--- src/rtl/dl_arb_pkg.sv ---
// dl_arb_pkg: shared state encoding and index helpers for the round-robin arbiter
package dl_arb_pkg;
  typedef enum logic {S_IDLE, S_GRANT} arb_state_t;
  function automatic int rr_next_ptr(input int idx, input int num);
    return (idx == num - 1) ? 0 : idx + 1;
  endfunction
  function automatic logic [5:0] onehot_to_idx(input logic [63:0] oh);
    logic [5:0] idx;
    idx = '0;
    for (int i = 0; i < 64; i++) idx |= oh[i] ? 6'(i) : 6'd0;
    return idx;
  endfunction
endpackage

--- src/rtl/dl_pri_encoder_lsb_np.sv ---
// dl_pri_encoder_lsb_np: WIDTH-input priority encoder, lowest set index wins
module dl_pri_encoder_lsb_np
  import dl_arb_pkg::*;
#(
  parameter int WIDTH = 4,
  localparam int IDX_W = (WIDTH > 1) ? $clog2(WIDTH) : 1
) (
  input  logic [WIDTH-1:0] i_vec,
  output logic [IDX_W-1:0] o_idx,
  output logic             o_any
);
  logic [WIDTH-1:0] w_low;
  // two's-complement trick isolates the lowest set bit
  assign w_low = i_vec & (~i_vec + WIDTH'(1));
  assign o_any = |i_vec;
  assign o_idx = IDX_W'(onehot_to_idx(64'(w_low)));
endmodule

--- src/rtl/dl_rr_arbiter_np.sv ---
// dl_rr_arbiter_np: round-robin arbiter with registered valid/ready grant
// Optional burst lock port enabled by DL_RR_ARBITER_LOCK_EN.
module dl_rr_arbiter_np
  import dl_arb_pkg::*;
#(
  parameter int NUM_REQ = 4,
  localparam int IDX_W = $clog2(NUM_REQ)
) (
  input  logic               clk,
  input  logic               rst,
  input  logic [NUM_REQ-1:0] req,
`ifdef DL_RR_ARBITER_LOCK_EN
  input  logic               lock,
`endif
  output logic               gnt_valid,
  input  logic               gnt_ready,
  output logic [NUM_REQ-1:0] gnt_onehot,
  output logic [IDX_W-1:0]   gnt_idx
);
  arb_state_t r_state, w_state_nxt;
  logic [IDX_W-1:0] r_ptr, r_idx, w_ptr_nxt, w_m_idx, w_u_idx, w_win_idx;
  logic [NUM_REQ-1:0] r_onehot, w_masked;
  logic w_hs, w_lock, w_hold, w_m_any, w_u_any, w_load;
`ifdef DL_RR_ARBITER_LOCK_EN
  assign w_lock = lock;
`else
  assign w_lock = 1'b0;
`endif
  assign w_hs = (r_state == S_GRANT) & gnt_ready;
  assign w_hold = w_hs & w_lock & req[r_idx];
  assign w_ptr_nxt = (w_hs & ~w_lock) ? IDX_W'(rr_next_ptr(int'(r_idx), NUM_REQ)) : r_ptr;
  assign w_masked = req & ({NUM_REQ{1'b1}} << w_ptr_nxt);
  dl_pri_encoder_lsb_np #(.WIDTH(NUM_REQ)) u_enc_masked (
    .i_vec(w_masked),
    .o_idx(w_m_idx),
    .o_any(w_m_any)
  );
  dl_pri_encoder_lsb_np #(.WIDTH(NUM_REQ)) u_enc_req (
    .i_vec(req),
    .o_idx(w_u_idx),
    .o_any(w_u_any)
  );
  // a locked requester still asking keeps the grant ahead of everyone
  assign w_win_idx = w_hold ? r_idx : (w_m_any ? w_m_idx : w_u_idx);
  assign w_load = (r_state == S_IDLE) | w_hs;
  always_ff @(posedge clk) begin
    r_state <= rst ? S_IDLE : w_state_nxt;
  end
  always_comb begin
    w_state_nxt = w_load ? (w_u_any ? S_GRANT : S_IDLE) : r_state;
  end
  always_ff @(posedge clk) begin
    if (rst) begin
      r_ptr    <= '0;
      r_idx    <= '0;
      r_onehot <= '0;
    end else begin
      r_ptr <= w_ptr_nxt;
      if (w_load) begin
        r_idx    <= w_u_any ? w_win_idx : '0;
        r_onehot <= w_u_any ? NUM_REQ'(1) << w_win_idx : '0;
      end
    end
  end
  always_comb begin
    gnt_valid  = (r_state == S_GRANT);
    gnt_onehot = r_onehot;
    gnt_idx    = r_idx;
  end
endmodule

--- config.mk ---
export PLATFORM = sky130hd
export DESIGN_NAME = dl_rr_arbiter_np
export DESIGN_NICKNAME = d
export VERILOG_FILES = /design/src/rtl/dl_arb_pkg.sv /design/src/rtl/dl_pri_encoder_lsb_np.sv /design/src/rtl/dl_rr_arbiter_np.sv
export SDC_FILE = /design/constraint.sdc
export NUM_CORES = 1
export LEC_CHECK = 0
export BUFFER_PORTS_ARGS = -buffer_cell sky130_fd_sc_hd__buf_2
export CORE_MARGIN = 4
export CORE_UTILIZATION = 34
export DETAILED_ROUTE_END_ITERATION = 6
export GPL_ROUTABILITY_DRIVEN = 0
export PLACE_DENSITY = 0.56
export SLEW_MARGIN = 30
export SYNTH_ARGS = -nofsm -noshare
export SYNTH_HDL_FRONTEND = slang
export SYNTH_SLANG_ARGS = --single-unit
--- constraint.sdc ---
create_clock -name clk -period 2 [get_ports clk]
set_input_delay 0.5 -clock clk [delete_from_list [all_inputs] [get_ports clk]]
set_output_delay 0.5 -clock clk [all_outputs]
set_load 0.05 [all_outputs]
* Yosys cells after proc, flatten, opt, wreduce, memory -nomap -nowiden
Index checks and enable logic that the tools add are counted.
Storage, ports and cells: bits in registers 9, bits in latches 0, RAM bits 0, memory bits (read-only) 0, word-level logic and storage cells 36, memories 0
Cells by class: add/subtract/negate cells 3, multipliers 0, divide/modulo/power cells 0, magnitude comparators 0, equal/unequal tests 1, shift operators 2, multiplexer cells 12, bitwise operators 12, reduce and logical (&&, ||, !) cells 2
Operators by type and width (count):
- $mux 2 | 8
- $and 4x4->4 | 3
- $add 4x1->4 const B | 2
- $not 4->4 | 2
- $reduce_or 4->1 | 2
- $mux 4 | 1
- $or 1x2->2 | 2
- $or 2x2->2 | 2
- $shl 1x2->4 const A | 1
- $shl 4x2->4 const A | 1
- $mux 1 | 3
- $add 2x1->2 const B | 1
- $eq 2x1->1 const B | 1
- $and 1x1->1 | 1
- $not 1->1 | 1
- $or 1x1->1 | 1

* Logic depth before layout (Yosys ltp)
Gate-level depths: netlist of run 1.
depth in word-level cells 14, gate-level depth with buffers 5, mapped depth without buffers 5

* Hierarchy
Synthesis of run 1 repeated with hierarchy kept, for this count alone.
Second synthesis, totals: cell total of the unflattened synthesis 58, area total of the unflattened synthesis 467.9 µm²
Modules (own cells, without submodules):
- dl_rr_arbiter_np | instances 1, cells each 44, area an instance 397.9 µm², seq. area each 180.2 µm²
- dl_pri_encoder_lsb_np | instances 2, cells each 7, area an instance 35.0 µm², seq. area each 0.0 µm²

* Least setup slack after synthesis of run 1
OpenSTA, ideal clock, no wires.
path type register to register, from register r_idx[0], in the netlist gnt_idx[0], to register r_onehot[2], in the netlist gnt_onehot[2], data arrival time 1747 ps, data required time 1878 ps, setup slack 131 ps, cell stages (with the launch flop) 6, period minus slack after synthesis 1869 ps, cells stage by stage dfxtp_1 > ha_1 > and4bb_1 > o211ai_1 > a21oi_1 > a221o_1
Between the ends: word-level cells in the longest chain between the ends 14, elaborated cells on any way between the ends 18, classes of those cells add/sub: 2; eq/ne: 1; shift: 2; mux: 7; bitwise: 5; reduce/logical: 1
Ends and longest elaborated chain:
- start, declared | line dl_rr_arbiter_np.sv:21 | logic [IDX_W-1:0] r_ptr, r_idx, w_ptr_nxt, w_m_idx, w_u_idx, w_win_idx;
- start signal, assigned | line dl_rr_arbiter_np.sv:60 | r_idx <= w_u_any ? w_win_idx : '0;
- $add 2x1->2 or $eq 2x1->1 (tied branches) | line dl_arb_pkg.sv:5 | return (idx == num - 1) ? 0 : idx + 1;
- $mux 2 * | line dl_arb_pkg.sv:5
- $mux 2 * | line dl_rr_arbiter_np.sv:31 | assign w_ptr_nxt = (w_hs & ~w_lock) ? IDX_W'(rr_next_ptr(int'(r_idx), NUM_REQ)) : r_ptr;
- $shl 4x2->4 * | line dl_rr_arbiter_np.sv:32 | assign w_masked = req & ({NUM_REQ{1'b1}} << w_ptr_nxt);
- $and 4x4->4 * | line dl_rr_arbiter_np.sv:32
- $not 4->4 | line dl_pri_encoder_lsb_np.sv:14 | assign w_low = i_vec & (~i_vec + WIDTH'(1));
- $add 4x1->4 | line dl_pri_encoder_lsb_np.sv:14
- $and 4x4->4 | line dl_pri_encoder_lsb_np.sv:14
- $mux 1 or $mux 2 (tied branches) | line dl_arb_pkg.sv:10 | for (int i = 0; i < 64; i++) idx |= oh[i] ? 6'(i) : 6'd0;
- $or 1x2->2 | line dl_arb_pkg.sv:10
- $or 2x2->2 | line dl_arb_pkg.sv:10
- $mux 2 * | line dl_rr_arbiter_np.sv:44 | assign w_win_idx = w_hold ? r_idx : (w_m_any ? w_m_idx : w_u_idx);
- $shl 1x2->4 * | line dl_rr_arbiter_np.sv:61 | r_onehot <= w_u_any ? NUM_REQ'(1) << w_win_idx : '0;
- $mux 4 * | line dl_rr_arbiter_np.sv:61
- end signal, assigned | line dl_rr_arbiter_np.sv:61
- end, declared | line dl_rr_arbiter_np.sv:22 | logic [NUM_REQ-1:0] r_onehot, w_masked;
Mark *: on every way between the ends. The rest lies on a longest branch, timed or not. A chain may end at the register's enable or synchronous reset.

* Worst setup path in the final report of run 1
from register r_idx[0], in the netlist gnt_idx[0], to register r_onehot[1], in the netlist gnt_onehot[1]
Same word-level chain as after synthesis.

==> results.sh, run 1 <==
export IMPL_status="finished, final reports clean"
export IMPL_drv_slew=0
export IMPL_finalInstanceArea_um2=622
export IMPL_hp_class="input port to flip-flop"
export IMPL_yosysTopAreaCell="dfxtp_1"
export IMPL_overflow=0
export IMPL_vdd_drop_max_mv=0.311
export IMPL_ys_types=27
export IMPL_path_max_fanout=5
export IMPL_antenna_found_initial=0
export IMPL_layout_min_cycle_time_ps=1620
export IMPL_vias_per_cell=5.92
export IMPL_dpl_cell_area_um2=596
export IMPL_worst_clock_skew_ps=2.58
export IMPL_synth_seq_cells=9
export IMPL_cts_hold_buf=0
export IMPL_synthXorXnorAreaFrac_pct=0
export IMPL_clkTransAtPathRegs_ps=60
export IMPL_io_pins=14
export IMPL_netlist_instances=58
export IMPL_htree_levels=1
export IMPL_grt_start_max_net_pins=9
export IMPL_clock_latency_ps=260
export IMPL_grt_pass1_wl_um=2030
export IMPL_cp_start_kind="flip-flop"
export IMPL_final_common_cell="buf_2"
export IMPL_wl_per_cell_um=12.7
export IMPL_clock_tree_root_cell="clkbuf_4"
export IMPL_cts_tree="done"
export IMPL_r2r_end="gnt_onehot[1]$_SDFFE_PP0P_"
export IMPL_post_cts_setup_buffers=0
export IMPL_stdcell_count=90
export IMPL_synth_seq_area_share_pct=35.2
export IMPL_diodes=0
export IMPL_dieArea_um2=2190
export IMPL_core_um2=1370
export IMPL_drive_above_1_share_pct=25.3
export IMPL_rsz0062_at_grt="false"
export IMPL_start_util_pct=37.5
export IMPL_setup_viol_count_final=0
export IMPL_hold_viol_final=0
export IMPL_hold_end="r_ptr[1]$_SDFF_PP0_"
export IMPL_route_vias_total=533
export IMPL_cts_path_max_buffers=2
export IMPL_fin_tns_setup_ps=0
export IMPL_die_h_um=46.8
export IMPL_final_cell_mix="buf_2 (13), dfxtp_1 (9), nor2_1 (7)"
export IMPL_worst_hold_path_num_cells=2
export IMPL_grt_pass1_vias=496
export IMPL_synth_top_area_share_pct=35.2
export IMPL_dp_hpwl_um=910
export IMPL_syn_avg_cell_area_um2=8.82
export IMPL_syn2layout_area_growth_pct=21.5
export IMPL_synth_fa_ha_area_share_pct=2.44
export IMPL_yosysWarnings=0
export IMPL_io_buffer_count=13
export IMPL_placedCellCount=86
export IMPL_ff2ff_setup_slack_ps=380
export IMPL_routed_wl_um=1140
export IMPL_synth_compound_area_share_pct=33.5
export IMPL_muxShareOfSynthArea_pct=0
export IMPL_synth_area_top_cells="dfxtp_1 (35%), a32o_1 (5.9%), nor2_1 (5.1%), a21oi_1 (3.9%), a221o_1 (3.9%)"
export IMPL_synth_area_um2=512
export IMPL_rows=13
export IMPL_slew_headroom_pct=70.0
export IMPL_cts_sinks=9
export IMPL_fmax_ghz=0.618
export IMPL_ant_nets=0
export IMPL_ff2ff_path_depth=5
export IMPL_seq_area_um2=180
export IMPL_synth_top_family_by_area="compound AO/OA/AOI/OAI gates"
export IMPL_nets=84
export IMPL_worstPathArrival_ps=1770
export IMPL_worstPathRequired_ps=2150
export IMPL_period_share_pct=80.8
export IMPL_drtPass1Iterations=4
export IMPL_synth_nets=66
export IMPL_multi_input_area_um2=320
export IMPL_yosys_area_share_simple_pct=26.7
export IMPL_cts_buffers=3
export IMPL_min_from="rst"
export IMPL_path_class="flip-flop to flip-flop"
export IMPL_drcViolationCount=0
export IMPL_die_w_um=46.8
export IMPL_n_fill_cell=142
export IMPL_leakagePower_uw=0.000291
export IMPL_r2r_start="gnt_idx[0]$_SDFFE_PP0P_"
export IMPL_post_cts_resized=0
export IMPL_power_density_nw_per_um2=751
export IMPL_end_kind="flip-flop"
export IMPL_tightest_slew_ps=448
export IMPL_grt_usage_pct=12.8
export IMPL_cap_violations=0
export IMPL_drt_initial_drc_count=16
## synthesized netlist by cell type, drive strengths merged
cell / n
a32o: 3
nand2b: 3
nand4b: 1
a2111oi: 1
and4bb: 1
a21o: 1
inv: 3
o211a: 1
dfxtp: 9
and2: 1
nand4: 1
o21ai: 4
nand3: 1
a21oi: 4
nand2: 4
a21boi: 1
nor2b: 1
nor2: 7
o41ai: 1
a221o: 2
o211ai: 1
nor3: 1
nor4: 1
a21bo: 1
o31ai: 1
and4: 2
ha: 1
## worst max-delay path by stage
stage,start,to,slack (ps),depth (start not counted)
global route,gnt_idx[0]$_SDFFE_PP0P_,gnt_onehot[0]$_SDFFE_PP0P_,230,5
global placement,gnt_ready,gnt_onehot[1]$_SDFFE_PP0P_,310,5
finish,gnt_idx[0]$_SDFFE_PP0P_,gnt_onehot[1]$_SDFFE_PP0P_,380,5
floorplan,gnt_idx[0]$_SDFFE_PP0P_,gnt_onehot[2]$_SDFFE_PP0P_,130,5
CTS,gnt_idx[0]$_SDFFE_PP0P_,gnt_onehot[1]$_SDFFE_PP0P_,400,5
detailed placement,gnt_ready,gnt_onehot[1]$_SDFFE_PP0P_,330,5
## logic make-up (layout without fill, tap and decap cells)
| kind of cell | after synthesis | after routing |
|---|---|---|
| fa+ha+maj | 1 | 1 |
| flops | 9 | 9 |
| compound gates | 21 | 21 |
| simple gates | 24 | 24 |
| buf+inv | 3 | 20 |
## worst max-delay path, cell delays in order, from the launching register on
cell and delay [ps]:
dfxtp_1 380, ha_1 180, and4bb_1 260, o31ai_1 340, nand2_1 100, a32o_1 260
## power breakdown
part	internal [uW]	switching (uW)	leakage, uW	total (uW)
Clock	77.0	65.5	0.0000150	143
Sequential	192	8.95	0.0000740	201
Combinational	40.3	83.5	0.000202	124
## state kept, by name, indices dropped and copies added, names as in the netlist
| register | flops |
|---|---|
| gnt_valid | 1 |
| r_ptr | 2 |
| gnt_onehot | 4 |
| gnt_idx | 2 |
## metrics by stage
step / hold slack [ps] / power [uW] / util, % / setup WS, ps
6_report: 454 / 467 / 45.5 / 383
4_1_cts: 456 / 469 / 45.5 / 396
2_1_floorplan: 569 / 294 / - / 131
3_3_place_gp: 451 / 332 / 43.6 / 310
5_1_grt: 476 / 491 / 45.5 / 225
3_5_place_dp: 457 / 328 / 43.6 / 334
## area by class of cell
class	instances	area share, %
Clock buffer	4	4.23
Inverter	3	1.81
Multi-Input combinational cell	46	51.5
Sequential cell	9	29.0
Tap cell	15	3.02
Timing Repair Buffer	13	10.5
## per-layer routing
layer | GRT usage, % | share of wire [%] | up-vias
li1 | - | - | 264
met2 | 17.6 | 41 | 20
met5 | 0 | 0 | -
met4 | 4.97 | 1.7 | 0
met1 | 18.7 | 50 | 246
met3 | 3.45 | 6.5 | 3
Note: power is estimated with default switching activity, not from simulation.
==> inputs of run 2 (changes only) <==
Settings changed: PLACE_DENSITY 0.56 to 0.58.
Clock period 2 ns to 1.4 ns, I/O delays scaled along.
==> run 2 against run 1 <==
The flow now finishes with violations (setup timing). Core utilization is 9.2 points higher. Cell area is 20% higher. Total power is 55% higher. Critical path depth is 1 higher. Critical endpoint is now gnt_idx[0]$_SDFFE_PP0P_. Hold slack worse by 150 ps. Global-route usage is 4.1 points higher. Clock-buffer cell count stayed put. Worst setup slack worse by 540 ps. Cell count is 12% higher. Critical path type unchanged. Via count is 6.8% higher.
==> results.sh, run 2 (same netlist as run 1, synthesis figures left out) <==
export IMPL_status="finished, violations left"
export IMPL_violations="setup timing"
export IMPL_post_route_util_pct=54.7
export IMPL_clock_tree_root_cell="clkbuf_4"
export IMPL_crit_slowest_cell="dfxtp_4"
export IMPL_whs_ps=303
export IMPL_p_clk_share_pct=28.1
export IMPL_nets=95
export IMPL_place_ws_ps=-116
export IMPL_drtPass1Iterations=4
export IMPL_seqPwrFrac_pct=40.0
export IMPL_period_share_pct=111
export IMPL_vdd_drop_max_mv=0.515
export IMPL_power_density_nw_per_um2=970
export IMPL_drive_above_1_share_pct=41.9
export IMPL_seq_area_um2=189
export IMPL_start_util_pct=37.5
export IMPL_syn2layout_area_growth_pct=46.0
export IMPL_cts_tree="done"
export IMPL_hold_viol_final=0
export IMPL_slowest_delay_ps=360
export IMPL_n_fill_cell=144
export IMPL_rows=13
export IMPL_worstPathRequired_ps=1570
export IMPL_finalInstanceArea_um2=747
export IMPL_worst_clock_skew_ps=2.06
export IMPL_dp_hpwl_um=1120
export IMPL_drv_slew=0
export IMPL_worst_slack_ps=-152
export IMPL_worstPathCellList="ha_4 > and4bb_1 > o211ai_1 > buf_4 > o211a_1 > o41ai_2"
export IMPL_cts_sinks=9
export IMPL_vias_per_cell=5.63
export IMPL_ant_nets=0
export IMPL_leakagePower_uw=0.000345
export IMPL_drcViolationCount=0
export IMPL_cap_violations=0
export IMPL_cts_buffers=3
export IMPL_largest_reg_flops=4
export IMPL_multi_input_area_um2=354
export IMPL_grt_usage_pct=16.9
export IMPL_slew_headroom_pct=77.0
export IMPL_antenna_found_initial=0
export IMPL_grt_start_max_net_pins=8
export IMPL_overflow=0
export IMPL_p_sw_uw=248
export IMPL_die_w_um=46.8
export IMPL_cp_start_kind="flip-flop"
export IMPL_p_sw_share_pct=34.3
export IMPL_final_common_cell="buf_2"
export IMPL_hp_class="input port to flip-flop"
export IMPL_grt_pass1_vias=578
export IMPL_io_buffer_count=13
export IMPL_final_cell_mix="buf_2 (13), buf_4 (11), nor2_1 (7), dfxtp_1 (6), nand2_1 (4)"
export IMPL_htree_levels=1
export IMPL_wl_per_cell_um=14.9
export IMPL_tightest_slew_ps=343
export IMPL_core_um2=1370
export IMPL_path_class="flip-flop to flip-flop"
export IMPL_layout_min_cycle_time_ps=1550
export IMPL_io_pins=14
export IMPL_rsz0062_at_grt="true"
export IMPL_die_h_um=46.8
export IMPL_p_int_uw=476
export IMPL_routed_wl_um=1500
export IMPL_dpl_cell_area_um2=709
export IMPL_end_kind="flip-flop"
export IMPL_dieArea_um2=2190
export IMPL_drt_initial_drc_count=10
export IMPL_cts_hold_buf=0
export IMPL_cts_path_max_buffers=2
export IMPL_clkTransAtPathRegs_ps=60
export IMPL_worstPathArrival_ps=1720
export IMPL_grt_pass1_wl_um=2610
export IMPL_diodes=0
export IMPL_setup_viol_count_final=5
export IMPL_p_comb_share_pct=31.9
export IMPL_path_max_fanout=4
export IMPL_fmax_ghz=0.644
export IMPL_clock_latency_ps=260
export IMPL_route_vias_total=569
export IMPL_ff2ff_setup_slack_ps=-150
## run 2: power by group through the flow
stage | registers (uW) | clock network [uW] | logic [uW]
2_1_floorplan | 345 | 0 | 85.3
3_3_place_gp | 296 | 0 | 222
3_5_place_dp | 297 | 0 | 221
4_1_cts | 290 | 217 | 229
5_1_grt | 292 | 234 | 252
6_report | 290 | 204 | 231
## run 2: repair_timing
action | CTS | global route
pin swaps | 0 | 0
setup buffers | 1 | 0
resized for setup | 2 | 0
endpoints found under the setup margin | 6 | 6
## run 2: worst max-delay path: cells and delay by family, from the launching register on
family | cells | cell delay [ps]
adders and majority gates | 1 | 150
buffers and inverters | 1 | 170
AOI/OAI and AO/OA | 3 | 450
and+or+nand+nor | 1 | 330
DFF | 1 | 360
## run 2: path summary, 6_finish.rpt
path	from	endpoint	cells after the start
min	rst	gnt_valid$_SDFFE_PP0P_	2
max reg2reg	gnt_idx[1]$_SDFFE_PP0P_	gnt_idx[0]$_SDFFE_PP0P_	6
min reg2reg	gnt_onehot[1]$_SDFFE_PP0P_	gnt_onehot[1]$_SDFFE_PP0P_	1
max	gnt_idx[1]$_SDFFE_PP0P_	gnt_idx[0]$_SDFFE_PP0P_	6
## run 2: area by class of cell
type / instances / area share, %
clock buffers: 4 / 3.52
inverters: 3 / 1.51
multi-input cells: 46 / 47.4
flip-flops and latches: 9 / 25.3
well taps: 15 / 2.51
repair buffers: 24 / 19.8
## run 2: per-layer routing
layer / GRT usage, % / vias to the layer above / wire length (um)
li1: - / 285 / -
met1: 25.6 / 259 / 757
met2: 23.0 / 21 / 632
met3: 2.68 / 4 / 91
met4: 7.73 / 0 / 21
met5: 0 / - / 0
## run 2: stage by stage
step	TNS (ps)	power [uW]	instances
2_1_floorplan	-409	430	58
4_1_cts	-484	735	101
6_report	-654	724	101
3_3_place_gp	-650	518	96
5_1_grt	-967	778	101
3_5_place_dp	-509	517	96
==> inputs of run 3 (changes only) <==
Settings changed: ABC_AREA set to 1.
==> run 3 against run 2 <==
The run still ends with setup timing left. Global-route usage fell by 4.0 points. Sequential power barely moved. Total power is 5.0% higher.
==> results.sh, run 3 <==
export IMPL_post_route_util_pct=58.1
export IMPL_p_clk_share_pct=25.1
export IMPL_grt_start_max_net_pins=10
export IMPL_wl_per_cell_um=10.6
export IMPL_synth_most_common_cell="nand2_1"
export IMPL_path_class="flip-flop to flip-flop"
export IMPL_cts_path_max_buffers=2
export IMPL_worst_clock_skew_ps=4.23
export IMPL_synth_seq_area_share_pct=36.2
export IMPL_route_vias_total=540
export IMPL_worst_slack_ps=-119
export IMPL_slew_headroom_pct=81.3
export IMPL_synthArstFlopShare_pct=0
export IMPL_start_util_pct=37.3
export IMPL_rsz0062_at_grt="true"
export IMPL_hold_viol_final=0
export IMPL_dp_hpwl_um=956
export IMPL_layout_min_cycle_time_ps=1520
export IMPL_cts_hold_buf=0
export IMPL_final_cell_mix="nand2_1 (14), inv_1 (12), buf_2 (12), buf_4 (9), nor2_1 (7)"
export IMPL_clock_latency_ps=250
export IMPL_period_share_pct=109
export IMPL_tightest_slew_ps=279
export IMPL_routed_wl_um=1220
export IMPL_cp_start_kind="flip-flop"
export IMPL_p_comb_share_pct=36.9
export IMPL_htree_levels=1
export IMPL_status="finished, violations left"
export IMPL_diodes=0
export IMPL_io_buffer_count=13
export IMPL_yosysWarnings=0
export IMPL_rows=13
export IMPL_dieArea_um2=2140
export IMPL_violations="setup timing"
export IMPL_drtPass1Iterations=4
export IMPL_ys_types=15
export IMPL_top_layer_used="met4"
export IMPL_seqPwrFrac_pct=37.9
export IMPL_cts_buffers=3
export IMPL_antenna_found_initial=0
export IMPL_drive_above_1_share_pct=52.0
export IMPL_power_density_nw_per_um2=982
export IMPL_synth_seq_cells=9
export IMPL_nets=109
export IMPL_grt_usage_pct=12.9
export IMPL_vias_per_cell=4.70
export IMPL_overflow=0
export IMPL_slowest_delay_ps=350
export IMPL_p_sw_uw=270
export IMPL_n_fill_cell=136
export IMPL_grt_pass1_wl_um=2000
export IMPL_clkTransAtPathRegs_ps=60
export IMPL_drt_initial_drc_count=4
export IMPL_end_kind="flip-flop"
export IMPL_synth_nets=83
export IMPL_fmax_ghz=0.658
export IMPL_drcViolationCount=0
export IMPL_grt_pass1_vias=496
export IMPL_p_int_uw=490
export IMPL_largest_reg_flops=4
export IMPL_core_um2=1330
export IMPL_netlist_instances=75
export IMPL_hp_class="input port to flip-flop"
export IMPL_met1_length_um=527
export IMPL_p_sw_share_pct=35.6
export IMPL_leakagePower_uw=0.000387
export IMPL_clock_tree_root_cell="clkbuf_4"
export IMPL_yosysTopAreaCell="dfxtp_1"
export IMPL_synth_edf_count=0
export IMPL_fin_tns_setup_ps=-375
export IMPL_final_common_cell="nand2_1"
export IMPL_cap_violations=0
export IMPL_synth_area_um2=498
export IMPL_worstPathArrival_ps=1660
export IMPL_ant_nets=0
export IMPL_dr_wl_met2_um=616
export IMPL_synth_area_top_cells="dfxtp_1 (36%), nand2_1 (13%), inv_1 (9.0%), nand2_2 (7.5%), nor2_1 (7.5%)"
export IMPL_syn2layout_area_growth_pct=55.5
export IMPL_crit_slowest_cell="dfxtp_4"
export IMPL_syn_avg_cell_area_um2=6.64
export IMPL_ys_flop_type="dfxtp_1"
export IMPL_drv_slew=0
export IMPL_vdd_drop_max_mv=0.399
export IMPL_setup_viol_count_final=5
export IMPL_cts_tree="done"
export IMPL_worstPathRequired_ps=1540
export IMPL_synth_top_area_share_pct=36.2
export IMPL_worstPathCellList="ha_4 > nand3_4 > nand2_4 > nor2_4 > nor3_2 > nand2_1 > nand2_4 > nor2_2 > nor2_1 > nor2_1"
export IMPL_die_h_um=46.3
export IMPL_dr_wl_met3_um=53
export IMPL_cts_sinks=9
export IMPL_fin_total_pwr_uw=760
export IMPL_path_max_fanout=4
export IMPL_io_pins=14
export IMPL_synth_common_cells="nand2_1 (17), inv_1 (12), nor2_1 (10)"
export IMPL_die_w_um=46.3
run 3: cell types whose count changed after synthesis, sizes merged, moves of 2 or more:
cell and change:
nand2 +19, inv +9, nand3 +5, nor2 +5
o21ai -4, a21oi +3, a32o -3, nand2b -3
a221o -2, and4 -2, o21bai +2
run 3: repair_timing:
action | CTS | global route
resized for setup | 4 | 14
pin swaps | 3 | 13
buffers inserted | 1 | 0
setup endpoints to repair | 6 | 7
run 3: kinds of logic after synthesis:
family	after synthesis	share of synthesized area, %
flip-flops	9	36.2
adder cells (fa/ha/maj)	1	2.51
AND/OR/NAND/NOR	42	39.4
AO/OA/AOI/OAI	10	12.1
buffers and inverters	13	9.80
run 3: path summary, 6_finish.rpt:
kind                                    from                          to  slack (ps)  cells past startpoint
setup / recovery     gnt_idx[1]$_SDFFE_PP0P_  gnt_onehot[0]$_SDFFE_PP0P_        -120                     10
hold / removal                           rst  gnt_onehot[1]$_SDFFE_PP0P_         380                      2
setup reg to reg     gnt_idx[1]$_SDFFE_PP0P_  gnt_onehot[0]$_SDFFE_PP0P_        -120                     10
hold reg to reg   gnt_onehot[3]$_SDFFE_PP0P_  gnt_onehot[3]$_SDFFE_PP0P_         470                      2
run 3: worst max-delay path: cells and delay by family, from the launching register on:
| family | cells | cell delay (ps) |
|---|---|---|
| adders and majority gates | 1 | 270 |
| DFF | 1 | 350 |
| and+or+nand+nor | 9 | 790 |
run 3: stage by stage:
stage | cells | worst slack [ps] | hold slack, ps | area, um^2
2_1_floorplan | 75 | -110 | 471 | 529
6_report | 115 | -119 | 384 | 774
5_1_grt | 115 | -188 | 379 | 774
3_5_place_dp | 110 | -106 | 458 | 669
4_1_cts | 115 | -103 | 370 | 719
3_3_place_gp | 110 | -91.9 | 452 | 669
run 3: layout make-up:
| cell class | count | area (um^2) | area share (%) |
|---|---|---|---|
| Multi-Input combinational cell | 53 | 357 | 46.0 |
| Sequential cell | 9 | 189 | 24.4 |
| Timing Repair Buffer | 22 | 139 | 17.9 |
| Inverter | 12 | 45.0 | 5.82 |
| Clock buffer | 4 | 26.3 | 3.39 |
| Tap cell | 15 | 18.8 | 2.42 |
run 3: power by group through the flow:
stage / clock [uW] / combinational, uW / sequential, uW
final: 191 / 281 / 288
after global routing: 212 / 304 / 291
after CTS: 200 / 251 / 289
after detailed placement: 0 / 236 / 295
after global placement: 0 / 233 / 293
after floorplan: 0 / 102 / 355
run 3: routing by layer:
layer,GRT usage (%),vias up
li1,-,285
met1,16.9,243
met2,19.5,10
met3,1.56,2
met4,8.52,0
met5,0,-
